===== config.mk =====
export PLATFORM = sky130hd
export DESIGN_NAME = matmul_sequencer
export DESIGN_NICKNAME = d
export VERILOG_FILES = /design/src/rtl/matmul_sequencer.sv
export SDC_FILE = /design/constraint.sdc
export NUM_CORES = 1
export LEC_CHECK = 0
export BUFFER_PORTS_ARGS = -buffer_cell sky130_fd_sc_hd__clkbuf_2
export CORE_MARGIN = 4
export CORE_UTILIZATION = 28
export CTS_BUF_LIST = sky130_fd_sc_hd__clkbuf_8
export CTS_CLUSTER_DIAMETER = 120
export DETAILED_ROUTE_END_ITERATION = 12
export GPL_ROUTABILITY_DRIVEN = 0
export GPL_TIMING_DRIVEN = 0
export SYNTH_ARGS = -nofsm -noshare
export SYNTH_HDL_FRONTEND = slang
export SYNTH_SLANG_ARGS = --single-unit

===== constraint.sdc =====
create_clock -name clk -period 2.3 [get_ports clk]
set_input_delay 0.23 -clock clk [delete_from_list [all_inputs] [get_ports clk]]
set_output_delay 0.23 -clock clk [all_outputs]
set_load 0.01 [all_outputs]

===== src/rtl/matmul_sequencer.sv =====
`default_nettype none
// ============================================================================
// Module      : matmul_sequencer
// Description : Loads two NxN matrices (A then B) from a UART byte stream into
//               external memories. It then computes C = A x B, one element at
//               a time, saturating each element to 8 bits, and writes it to an
//               external C memory. Finally it streams C back out over a UART
//               transmitter in row-major order.
// Ports       : clk        - system clock, rising edge
//               rst        - asynchronous reset, active low
//               rx_*       - received byte stream (one-cycle valid pulses)
//               a_we/b_we, wr_addr, wr_data   - A/B memory write port
//               a_/b_rd_addr, a_/b_rd_data    - A/B read ports (1-cycle latency)
//               c_we, c_addr, c_data          - C memory write port
//               c_rd_addr, c_rd_data          - C read port (1-cycle latency)
//               tx_data, tx_start, tx_busy    - UART transmitter handshake
//               state, done                   - status
// Revision    : 1.0 - initial release
// ============================================================================
module matmul_sequencer #(
    parameter int N          = 10,
    parameter int DATA_WIDTH = 4,
    parameter int ACC_WIDTH  = 12
) (
    input  logic                  clk,
    input  logic                  rst,
    input  logic [7:0]            rx_data,
    input  logic                  rx_valid,
    output logic                  a_we,
    output logic                  b_we,
    output logic [6:0]            wr_addr,
    output logic [DATA_WIDTH-1:0] wr_data,
    output logic [6:0]            a_rd_addr,
    output logic [6:0]            b_rd_addr,
    input  logic [DATA_WIDTH-1:0] a_rd_data,
    input  logic [DATA_WIDTH-1:0] b_rd_data,
    output logic                  c_we,
    output logic [6:0]            c_addr,
    output logic [7:0]            c_data,
    output logic [6:0]            c_rd_addr,
    input  logic [7:0]            c_rd_data,
    output logic [7:0]            tx_data,
    output logic                  tx_start,
    input  logic                  tx_busy,
    output logic [2:0]            state,
    output logic                  done
);

    localparam logic [2:0] S_LOAD_A  = 3'd0;
    localparam logic [2:0] S_LOAD_B  = 3'd1;
    localparam logic [2:0] S_COMPUTE = 3'd2;
    localparam logic [2:0] S_SEND    = 3'd3;
    localparam logic [2:0] S_WAIT_TX = 3'd4;
    localparam logic [2:0] S_DONE    = 3'd5;

    localparam logic [6:0] c_N      = 7'(N);
    localparam logic [6:0] c_NM1    = 7'(N - 1);
    localparam logic [6:0] c_LAST   = 7'(N * N - 1);
    localparam logic [6:0] c_K_LAST = 7'(N + 1);

    logic [2:0]           r_state;
    logic [2:0]           w_next;
    logic [6:0]           r_load_cnt;
    logic [6:0]           r_row;
    logic [6:0]           r_col;
    logic [6:0]           r_k;          // element phase: 0..N-1 read, N+1 write
    logic [ACC_WIDTH-1:0] r_acc;
    logic [6:0]           r_idx;        // index of C element being transmitted
    logic                 r_send_phase; // 0: address issued, 1: read data valid
    logic                 r_seen_busy;
    logic [3:0]           r_tx_timer;
    logic [7:0]           r_tx_data;

    logic [2*DATA_WIDTH-1:0] w_prod;
    logic [7:0]              w_sat;
    logic                    w_last_elem;
    logic                    w_retry;
    logic                    w_unused_rx;

    // Only the low DATA_WIDTH bits of a received byte carry matrix data.
    assign w_unused_rx = &{1'b0, rx_data[7:DATA_WIDTH]};

    assign w_prod      = {{DATA_WIDTH{1'b0}}, a_rd_data} * {{DATA_WIDTH{1'b0}}, b_rd_data};
    assign w_sat       = (r_acc > ACC_WIDTH'(255)) ? 8'hFF : r_acc[7:0];
    assign w_last_elem = (r_row == c_NM1) && (r_col == c_NM1) && (r_k == c_K_LAST);
    // The transmitter never acknowledged the last start: pulse it again.
    assign w_retry     = !r_seen_busy && !tx_busy && (r_tx_timer == 4'd15);

    // ------------------------------------------------------------------------
    // State register
    // ------------------------------------------------------------------------
    always_ff @(posedge clk or negedge rst) begin
        if (!rst) begin
            r_state <= S_LOAD_A;
        end else begin
            r_state <= w_next;
        end
    end

    // ------------------------------------------------------------------------
    // Next-state logic
    // ------------------------------------------------------------------------
    always_comb begin
        w_next = r_state;
        case (r_state)
            S_LOAD_A:  if (rx_valid && r_load_cnt == c_LAST) w_next = S_LOAD_B;
            S_LOAD_B:  if (rx_valid && r_load_cnt == c_LAST) w_next = S_COMPUTE;
            S_COMPUTE: if (w_last_elem) w_next = S_SEND;
            S_SEND:    if (r_send_phase && !tx_busy) w_next = S_WAIT_TX;
            S_WAIT_TX: if (r_seen_busy && !tx_busy)
                           w_next = (r_idx == c_LAST) ? S_DONE : S_SEND;
            S_DONE:    if (rx_valid) w_next = S_LOAD_A;
            default:   w_next = S_LOAD_A;
        endcase
    end

    // ------------------------------------------------------------------------
    // Counters, accumulator and transmit holding register
    // ------------------------------------------------------------------------
    always_ff @(posedge clk or negedge rst) begin
        if (!rst) begin
            r_load_cnt   <= '0;
            r_row        <= '0;
            r_col        <= '0;
            r_k          <= '0;
            r_acc        <= '0;
            r_idx        <= '0;
            r_send_phase <= 1'b0;
            r_seen_busy  <= 1'b0;
            r_tx_timer   <= '0;
            r_tx_data    <= '0;
        end else begin
            case (r_state)
                S_LOAD_A, S_LOAD_B: begin
                    if (rx_valid) begin
                        r_load_cnt <= (r_load_cnt == c_LAST) ? 7'd0 : r_load_cnt + 7'd1;
                    end
                end
                S_COMPUTE: begin
                    // Product of the read issued in phase k-1 arrives in phase k.
                    if (r_k == 7'd0) begin
                        r_acc <= '0;
                    end else if (r_k <= c_N) begin
                        r_acc <= r_acc + ACC_WIDTH'(w_prod);
                    end
                    if (r_k == c_K_LAST) begin
                        r_k <= '0;
                        if (r_col == c_NM1) begin
                            r_col <= '0;
                            if (r_row == c_NM1) begin
                                r_row        <= '0;
                                r_idx        <= '0;
                                r_send_phase <= 1'b0;
                            end else begin
                                r_row <= r_row + 7'd1;
                            end
                        end else begin
                            r_col <= r_col + 7'd1;
                        end
                    end else begin
                        r_k <= r_k + 7'd1;
                    end
                end
                S_SEND: begin
                    if (!r_send_phase) begin
                        r_send_phase <= 1'b1;
                    end else if (!tx_busy) begin
                        r_tx_data    <= c_rd_data;
                        r_send_phase <= 1'b0;
                        r_seen_busy  <= 1'b0;
                        r_tx_timer   <= '0;
                    end
                end
                S_WAIT_TX: begin
                    if (tx_busy) begin
                        r_seen_busy <= 1'b1;
                    end else if (r_seen_busy) begin
                        r_seen_busy <= 1'b0;
                        if (r_idx != c_LAST) begin
                            r_idx <= r_idx + 7'd1;
                        end
                    end else if (w_retry) begin
                        r_tx_timer <= '0;
                    end else begin
                        r_tx_timer <= r_tx_timer + 4'd1;
                    end
                end
                S_DONE: begin
                    // The byte that leaves DONE is A[0] of the next run.
                    if (rx_valid) begin
                        r_load_cnt <= 7'd1;
                        r_idx      <= '0;
                    end
                end
                default: ;
            endcase
        end
    end

    // ------------------------------------------------------------------------
    // Output logic
    // ------------------------------------------------------------------------
    always_comb begin
        a_we      = 1'b0;
        b_we      = 1'b0;
        wr_addr   = '0;
        wr_data   = '0;
        a_rd_addr = '0;
        b_rd_addr = '0;
        c_we      = 1'b0;
        c_addr    = '0;
        c_data    = '0;
        c_rd_addr = '0;
        tx_start  = 1'b0;
        done      = 1'b0;
        case (r_state)
            S_LOAD_A: begin
                a_we    = rx_valid;
                wr_addr = r_load_cnt;
                wr_data = rx_valid ? rx_data[DATA_WIDTH-1:0] : '0;
            end
            S_LOAD_B: begin
                b_we    = rx_valid;
                wr_addr = r_load_cnt;
                wr_data = rx_valid ? rx_data[DATA_WIDTH-1:0] : '0;
            end
            S_COMPUTE: begin
                if (r_k < c_N) begin
                    a_rd_addr = r_row * c_N + r_k;
                    b_rd_addr = r_k * c_N + r_col;
                end
                if (r_k == c_K_LAST) begin
                    c_we   = 1'b1;
                    c_addr = r_row * c_N + r_col;
                    c_data = w_sat;
                end
            end
            S_SEND: begin
                c_rd_addr = r_idx;
                tx_start  = r_send_phase && !tx_busy;
            end
            S_WAIT_TX: begin
                c_rd_addr = r_idx;
                tx_start  = w_retry;
            end
            S_DONE: begin
                done = 1'b1;
                if (rx_valid) begin
                    a_we    = 1'b1;
                    wr_data = rx_data[DATA_WIDTH-1:0];
                end
            end
            default: ;
        endcase
    end

    // Data is presented straight from C memory on the start cycle and held
    // from the latched copy afterwards.
    assign tx_data = (r_state == S_SEND && r_send_phase) ? c_rd_data : r_tx_data;
    assign state   = r_state;

endmodule
`default_nettype wire


# After elaboration in Yosys (flattened, before gate mapping)
# Cells that the tools add are included.
# word_totals
wordCells,147
ff_bits,64
output_inout_bits,63
inputBits,28
# op_classes
bitwise,1
n_mul,3
n_mux,61
reduce_logical,30
addsub,10
n_eq_ne,28
order_cmp,3
# ops
cell,count
7-bit two-way mux,21
"7-bit by 1-bit adder with 7-bit output, second input constant",5
8-bit two-way mux,4
"2-bit != test, second input constant",15
4-bit two-way mux,7
12-bit two-way mux,2
7-bit adder,3
"7-bit by 4-bit == test with 1-bit output, second input constant",3
3-bit two-way mux,7
7-bit case mux with 3 select lines,1
3-bit case mux with 6 select lines,1
"7-bit == test, second input constant",2
"7-bit by 3-bit multiplier with 6-bit output, second input constant",2
7-bit case mux with 2 select lines,1
12-bit by 8-bit adder with 12-bit output,1
"12-bit by 8-bit > comparator with 1-bit output, second input constant",1
1-bit two-way mux,12
3-bit AND reduction,4
1-bit logical AND,8
4-bit by 4-bit multiplier with 8-bit output,1
1-bit case mux with 2 select lines,4
4-bit case mux with 2 select lines,1
8-bit AND reduction,1
2-bit nonzero test,4
other kinds (20),25

# Logic depth before layout (Yosys ltp)
# Gate-level depths: netlist (run 1).
# logic_depth
depth_word,7
depth_mapped,13
ltp_nobuf,13

# Worst setup path after synthesis (run 1)
# Ideal clock, no wire load.
# synth_timing
kind,input-to-reg
startpoint,input a_rd_data[0]
endpoint,register r_acc[10]
arrival_time_ns,3.117
setup_ns,0.077
slack_ns,-0.894
path_stages,11
required_ns,2.223
n_path_buf,0
path_cell_list,nand2_1 > fa_1 > fa_1 > fa_1 > inv_1 > ha_1 > o21ai_0 > o211ai_1 > a31oi_1 > or4_1 > a21oi_1
# synth_via
elab_chain_cells,4
# synth_lines
item,line_no,text
start: declaration,35,"input logic [DATA_WIDTH-1:0] a_rd_data,"
4-bit by 4-bit multiplier with 8-bit output,83,"assign w_prod = {{DATA_WIDTH{1'b0}}, a_rd_data} * {{DATA_WIDTH{1'b0}}, b_rd_data};"
12-bit by 8-bit adder with 12-bit output,144,r_acc <= r_acc + ACC_WIDTH'(w_prod);
12-bit two-way mux,143,end else if (r_k <= c_N) begin
12-bit two-way mux,141,if (r_k == 7'd0) begin
end signal: assignment,144,
end: declaration,67,logic [ACC_WIDTH-1:0] r_acc;
# Every way passes these cells. The select of a mux whose other input is x is not followed.
# A chain may end at the register's enable or synchronous reset.

# Final worst setup path (run 1)
# layout_timing
startpoint,input b_rd_data[1]
endpoint,register r_acc[10]
# layout_via
elab_chain_cells,4
# layout_lines
item,line_no,text
start: declaration,36,"input logic [DATA_WIDTH-1:0] b_rd_data,"
4-bit by 4-bit multiplier with 8-bit output,83,
12-bit by 8-bit adder with 12-bit output,144,
12-bit two-way mux,143,
12-bit two-way mux,141,
# Every way passes these cells. The select of a mux whose other input is x is not followed.

==> results.py, run 1 <==
metrics = {
    "status": {
        "status": "finished with violations",
        "violations": "setup timing",
    },
    "critical_path": {
        "crit_arrival_ns": 3.15,
        "startpoint_type": "primary input",
        "worstPathRequired_ns": 2.59,
        "rr_worst_depth": 8,
        "path_class": "in -> reg",
        "cp_max_fo": 4,
        "r2r_slack_ns": -0.18,
        "cp-end-kind": "flip-flop",
    },
    "layout": {
        "final_nets": 810,
        "final_layout_size_suffix_gt1_frac": 0.374,
        "area_growth_pct": 37.3,
        "n_antenna_cell": 0,
        "final_core_util": 0.395,
        "fillers": 1768,
    },
    "power": {
        "intPower_mw": 3.99,
        "powerDensity_nw_per_um2": 984,
        "switching_share": 0.432,
        "power_mw": 7.02,
        "switchingPower_mw": 3.03,
        "vdd_drop_max_mv": 0.385,
        "leakage_nw": 3.31,
        "clkPwrFrac": 0.138,
        "power_frac_seq": 0.246,
        "p_comb_frac": 0.615,
    },
    "die": {
        "die_x_um": 144,
        "pin_count": 91,
        "die_area_um2": 20800,
        "placementRows": 49,
        "core-area_um2": 18100,
        "start_util": 0.287,
        "die_h_um": 144,
    },
    "drt": {
        "first_pass_iters": 4,
        "first_iter_violations": 246,
        "wl_mm": 13.8,
        "antenna_left": 0,
        "wl_per_cell_um": 14.5,
        "vias_per_cell": 4.88,
        "vias": 4637,
        "drt_drc_violations_left": 0,
    },
    "synthesis": {
        "syn_area_um2": 5200,
        "yosysUniqueCellTypes": 60,
        "ys_warn_count": 0,
        "ys_seq_area_frac": 0.308,
        "synth_edf_count": 0,
        "async_reset_ff_frac": 1.00,
        "yosys_register_bits": 64,
        "synth_area_per_cell_um2": 8.93,
        "synth_nets": 675,
        "synthCells": 582,
        "ys.flop_type": "dfrtp_1",
    },
    "grt": {
        "grt_max_degree": 57,
        "met2_usage": 0.219,
        "use_met3": 0.0327,
        "busiest_layer": "met2",
        "grt_usage": 0.132,
        "gr-usage-met1": 0.175,
        "antenna_found_initial": 0,
        "grt-ovfl-total": 0,
        "grt_pass1_vias": 4436,
        "grt_pass1_wl_mm": 22.1,
    },
    "clock_network": {
        "numCtsBuffers": 9,
        "clk_pin_slew_ns": 0.08,
        "cts.sinks": 64,
        "max-clock-path-buffers": 2,
        "cts_max_level": 3,
        "insertion_delay_ns": 0.36,
        "clockRootBuffer": "clkbuf_8",
        "cts_tree": "yes",
    },
    "timing": {
        "rsz0062_at_grt": "yes",
        "fmax_ghz": 0.349,
        "worst_pin_slew_ns": 0.704,
        "hold_violations": 0,
        "maxSlewHeadroom": 0.528,
        "fin_crit_ns": 2.87,
        "worst_slack_ns": -0.566,
        "skew_ns": 0.00919,
        "drv_slew": 0,
        "finalSetupViolCount": 15,
        "fin_crit_sh": 1.25,
    },
    "min_path": {
        "min_path_type": "in -> reg",
        "whs_path_depth": 2,
    },
    "placed_design": {
        "place_ws_ns": -1.00,
        "dpl.hpwl_mm": 9.84,
        "io_buffer_count": 86,
    },
    "run": {
        "maxCapViolations": 0,
    },
}
layer usage:
layer,part of all wire,up-vias
li1,-,2304
met1,0.47,2245
met2,0.48,81
met3,0.042,7
met4,0.0080,0
met5,0,-
through the flow:
stage	std cells	area (um^2)	setup TNS, ns	hold WS (ns)
global route	951	7140	-7.75	0.0981
global placement	897	6060	-8.06	0.473
CTS	934	6740	-5.78	0.0907
finish	951	7140	-5.73	0.114
floorplan	582	5340	-4.17	-0.0656
detailed placement	898	6090	-8.18	0.109
critical path, cell delays in order:
cell	delay (ns)
clkbuf_16	0.12
nand2_8	0.04
fa_1	0.55
fa_1	0.42
fa_1	0.50
inv_2	0.05
ha_4	0.29
o21ai_4	0.06
o211ai_1	0.21
a31oi_1	0.15
or4_1	0.41
a21oi_1	0.13
cell type report:
cell class | count | area [um^2] | area share
Buffer | 12 | 93.8 | 0.0132
Multi-Input combinational cell | 462 | 3900 | 0.547
Timing Repair Buffer | 125 | 883 | 0.124
Clock buffer | 9 | 124 | 0.0174
Inverter | 43 | 166 | 0.0233
Tap cell | 229 | 287 | 0.0402
Clock inverter | 7 | 63.8 | 0.00894
Sequential cell | 64 | 1610 | 0.226
flip-flops by register name (all words and copies together), names as in the netlist:
register      count
r_acc            12
r_tx_data         8
r_col             7
r_idx             7
r_k               7
r_load_cnt        7
r_row             7
r_tx_timer        4
state             3
r_seen_busy       1
r_send_phase      1
synthesized netlist by cell type (all sizes together) (8+ instances only):
library cell | n | share of area
o31ai | 9 | 0.013
ha | 51 | 0.12
and3 | 15 | 0.018
fa | 14 | 0.054
mux2 | 18 | 0.039
o21ai | 51 | 0.050
a21o | 12 | 0.017
inv | 43 | 0.031
nand2 | 45 | 0.033
xor2 | 10 | 0.017
dfrtp | 64 | 0.31
nand4 | 10 | 0.012
a31oi | 9 | 0.011
nand3 | 15 | 0.015
and2 | 37 | 0.045
a21oi | 15 | 0.014
a22o | 8 | 0.013
xnor2 | 22 | 0.037
nor2 | 59 | 0.043
layout by cell type, fill, tap and decap left out, types with 10 or more instances in the layout:
master / n
a21oi_1: 10
buf_6: 15
fa_1: 10
nand2_1: 40
nor2_1: 46
and3_1: 14
mux2_2: 17
buf_2: 17
o21ai_0: 39
dfrtp_2: 10
and2_1: 33
clkbuf_2: 64
ha_1: 31
ha_4: 16
inv_1: 37
nand4_1: 10
dfrtp_1: 54
a21o_1: 12
xnor2_1: 18
buf_4: 29
nand3_1: 11
cell families after synthesis:
| logic type | count (synthesis) | synth area share |
|---|---|---|
| AO/OA/AOI/OAI | 127 | 0.155 |
| XOR/XNOR | 32 | 0.0539 |
| adder cells (fa/ha/maj) | 65 | 0.177 |
| buffers and inverters | 56 | 0.0431 |
| flip-flops | 64 | 0.308 |
| multiplexers | 18 | 0.0390 |
| AND/OR/NAND/NOR | 220 | 0.224 |
path summary, 6_finish.rpt:
check,from,endpoint
min reg2reg,r_tx_timer[3],r_tx_timer[3]
max reg2reg,r_acc[2],r_acc[10]
max in group asynchronous,rst,r_k[5]
min in group asynchronous,rst,r_load_cnt[0]
min,c_rd_data[5],r_tx_data[5]
max,b_rd_data[1],r_acc[10]
timing repair:
item,in CTS,in global routing
pin swaps,30,25
endpoints found under the setup margin,43,49
buffers inserted,19,18
resized for setup,63,86
hold buffers,1,0
endpoints found under the hold margin,8,0
cloned,1,0
power by group through the flow:
stage | Sequential [mW] | Combinational, mW | Clock [mW]
6_report | 1.73 | 4.32 | 0.972
5_1_grt | 1.78 | 4.78 | 1.05
4_1_cts | 1.72 | 3.96 | 1.01
3_5_place_dp | 1.79 | 3.33 | 0
3_3_place_gp | 1.79 | 3.30 | 0
2_1_floorplan | 1.69 | 2.47 | 0
No activity file was read; power rests on OpenSTA's default activity.
==> run 2: changes to the inputs <==
==> constraint.sdc (replaced) <==
create_clock -name clk -period 2.3 [get_ports clk]
set_input_delay 0.115 -clock clk [delete_from_list [all_inputs] [get_ports clk]]
set_output_delay 0.115 -clock clk [all_outputs]
set_load 0.01 [all_outputs]
==> run 2 against run 1 <==
Cell count stayed put. Sequential share of layout area up 0.85 points. Critical path type unchanged. Clock-buffer cell count grew 1. Wire length down 3.1%. Fmax rose by 4.6%. Core utilization decreased by 1.5 points. Final area shrank 3.7%. The flow still finishes with violations (setup timing). Combinational power is 7.2% lower. Sequential power about the same.
==> results.py, run 2 (synthesized netlist as in run 1, its figures left out) <==
metrics = {
    "grt": {
        "grt_pass1_wl_mm": 22.2,
        "grt-ovfl-total": 0,
        "grt_usage": 0.132,
        "antenna_found_initial": 0,
        "grt_pass1_vias": 4498,
        "grt_max_degree": 42,
    },
    "timing": {
        "hold_violations": 0,
        "worst_slack_ns": -0.440,
        "fin_crit_ns": 2.74,
        "fin_crit_sh": 1.19,
        "tns_ns": -4.31,
        "finalSetupViolCount": 15,
        "drv_slew": 0,
        "worst_pin_slew_ns": 0.674,
        "rsz0062_at_grt": "yes",
        "fmax_ghz": 0.365,
        "skew_ns": 0.00966,
        "maxSlewHeadroom": 0.548,
    },
    "critical_path": {
        "r2r_slack_ns": -0.13,
        "crit_chain": "clkbuf_16, nand2_8, fa_1, fa_1, fa_1, inv_2, ha_4, o21ai_4, o211ai_1, a31oi_1, or4_1, a21oi_2",
        "cp_max_fo": 4,
        "crit_path_end": "r_acc[10]",
        "cpPeakStageDelay_ns": 0.55,
        "worstPathRequired_ns": 2.59,
        "rr_worst_depth": 7,
        "crit_start": "b_rd_data[1]",
        "path_delay_family": "adder cells",
        "worstReg2RegStart": "r_acc[2]",
        "worst_path_max_delay_cell": "fa_1",
        "crit_cells": 12,
        "timing.critical_path.mode_cell": "fa_1",
        "startpoint_type": "primary input",
        "path_class": "in -> reg",
        "crit_arrival_ns": 3.03,
        "cp-end-kind": "flip-flop",
        "rr_endpoint": "r_acc[11]",
        "path_buf_inv": 2,
    },
    "layout": {
        "layout_common_cells": "clkbuf_2, nor2_1, dfrtp_1",
        "fin_area_um2": 6870,
        "final_layout_size_suffix_gt1_frac": 0.319,
        "top_register": "r_acc",
        "final_common_cell": "clkbuf_2",
        "area_growth_pct": 32.2,
        "largest_register_ffs": 12,
        "largestRegisters": "r_acc x12, r_tx_data x8",
        "ff_latch_area_um2": 1610,
        "n_antenna_cell": 0,
        "final_nets": 810,
        "fillers": 1796,
        "multi_input_area_um2": 3690,
    },
    "die": {
        "pin_count": 91,
        "die_h_um": 144,
        "core-area_um2": 18100,
        "start_util": 0.287,
        "die_area_um2": 20800,
        "placementRows": 49,
        "die_x_um": 144,
    },
    "drt": {
        "vias": 4622,
        "first_pass_iters": 4,
        "vias_per_cell": 4.86,
        "wl_mm": 13.4,
        "drt_drc_violations_left": 0,
        "first_iter_violations": 275,
        "antenna_left": 0,
        "wl_per_cell_um": 14.1,
    },
    "clock_network": {
        "cts.sinks": 64,
        "max-clock-path-buffers": 2,
        "insertion_delay_ns": 0.35,
        "clk_pin_slew_ns": 0.07,
        "cts_tree": "yes",
        "cts_max_level": 3,
        "clockRootBuffer": "clkbuf_8",
        "numCtsBuffers": 9,
    },
    "power": {
        "leakage_nw": 3.29,
        "vdd_drop_max_mv": 0.339,
        "powerDensity_nw_per_um2": 993,
    },
    "placed_design": {
        "io_buffer_count": 86,
        "dpl.hpwl_mm": 9.89,
        "dpl_cell_area_um2": 6030,
    },
    "min_path": {
        "min_path_type": "in -> reg",
    },
    "status": {
        "violations": "setup timing",
        "status": "finished with violations",
    },
    "run": {
        "maxCapViolations": 0,
    },
}
run 2: cell count changes in the layout (fill, tap and decap cells not counted), moves of 4 or more:
| cell | before | now |
|---|---|---|
| fa_1 | 10 | 14 |
| fa_2 | 4 | 0 |
| nor2_2 | 9 | 2 |
| ha_1 | 31 | 41 |
| buf_4 | 29 | 25 |
| dlygate4sd3_1 | 1 | 9 |
| buf_6 | 15 | 7 |
| nor2_1 | 46 | 56 |
| clkbuf_2 | 64 | 77 |
| buf_2 | 17 | 10 |
| ha_4 | 16 | 8 |
run 2: worst min path at each step:
stage,startpoint,end,slack [ns],cells after the start
4_1_cts,c_rd_data[1],r_tx_data[1],0.005,2
3_3_place_gp,c_rd_data[2],r_tx_data[2],0.36,2
6_report,c_rd_data[1],r_tx_data[1],0.03,2
2_1_floorplan,rst,r_acc[0],-0.18,0
3_5_place_dp,rst,r_row[0],0.09,1
5_1_grt,c_rd_data[1],r_tx_data[1],0.005,2
run 2: what timing repair did:
item / 4_1_cts / 5_1_grt
hold buffers: 9 / 0
pin swaps: 17 / 17
endpoints found under the hold margin: 31 / 0
resized for setup: 54 / 42
setup buffers: 14 / 15
setup endpoints to repair: 35 / 47
run 2: layout make-up:
class	instances	share of cell area
Clock buffer	10	0.0200
Tap cell	229	0.0417
Timing Repair Buffer	124	0.120
Inverter	43	0.0235
Clock inverter	6	0.0111
Multi-Input combinational cell	462	0.537
Buffer	13	0.0122
Sequential cell	64	0.235
run 2: routing by layer:
| metal | vias to the layer above | wire length (um) | GRT usage |
|---|---|---|---|
| li1 | 2304 | - | - |
| met2 | 94 | 6410 | 0.221 |
| met4 | 0 | 204 | 0.0427 |
| met3 | 15 | 535 | 0.0222 |
| met5 | - | 0 | 0 |
| met1 | 2209 | 6230 | 0.174 |
run 2: power by group:
part	total, mW	switching (mW)	internal, mW
combinational	4.01	2.11	1.90
sequential	1.74	0.311	1.43
clock	1.07	0.444	0.627
run 2: metrics by stage:
step	worst slack (ns)	hold slack, ns	util	std cells	power (mW)
2_1_floorplan	-0.577	-0.181	-	582	4.12
3_3_place_gp	-0.884	0.364	0.332	897	5.03
3_5_place_dp	-0.925	0.0865	0.333	898	5.06
4_1_cts	-0.502	0.00508	0.369	937	6.67
5_1_grt	-0.538	0.00537	0.380	951	7.41
6_report	-0.440	0.0287	0.380	951	6.83
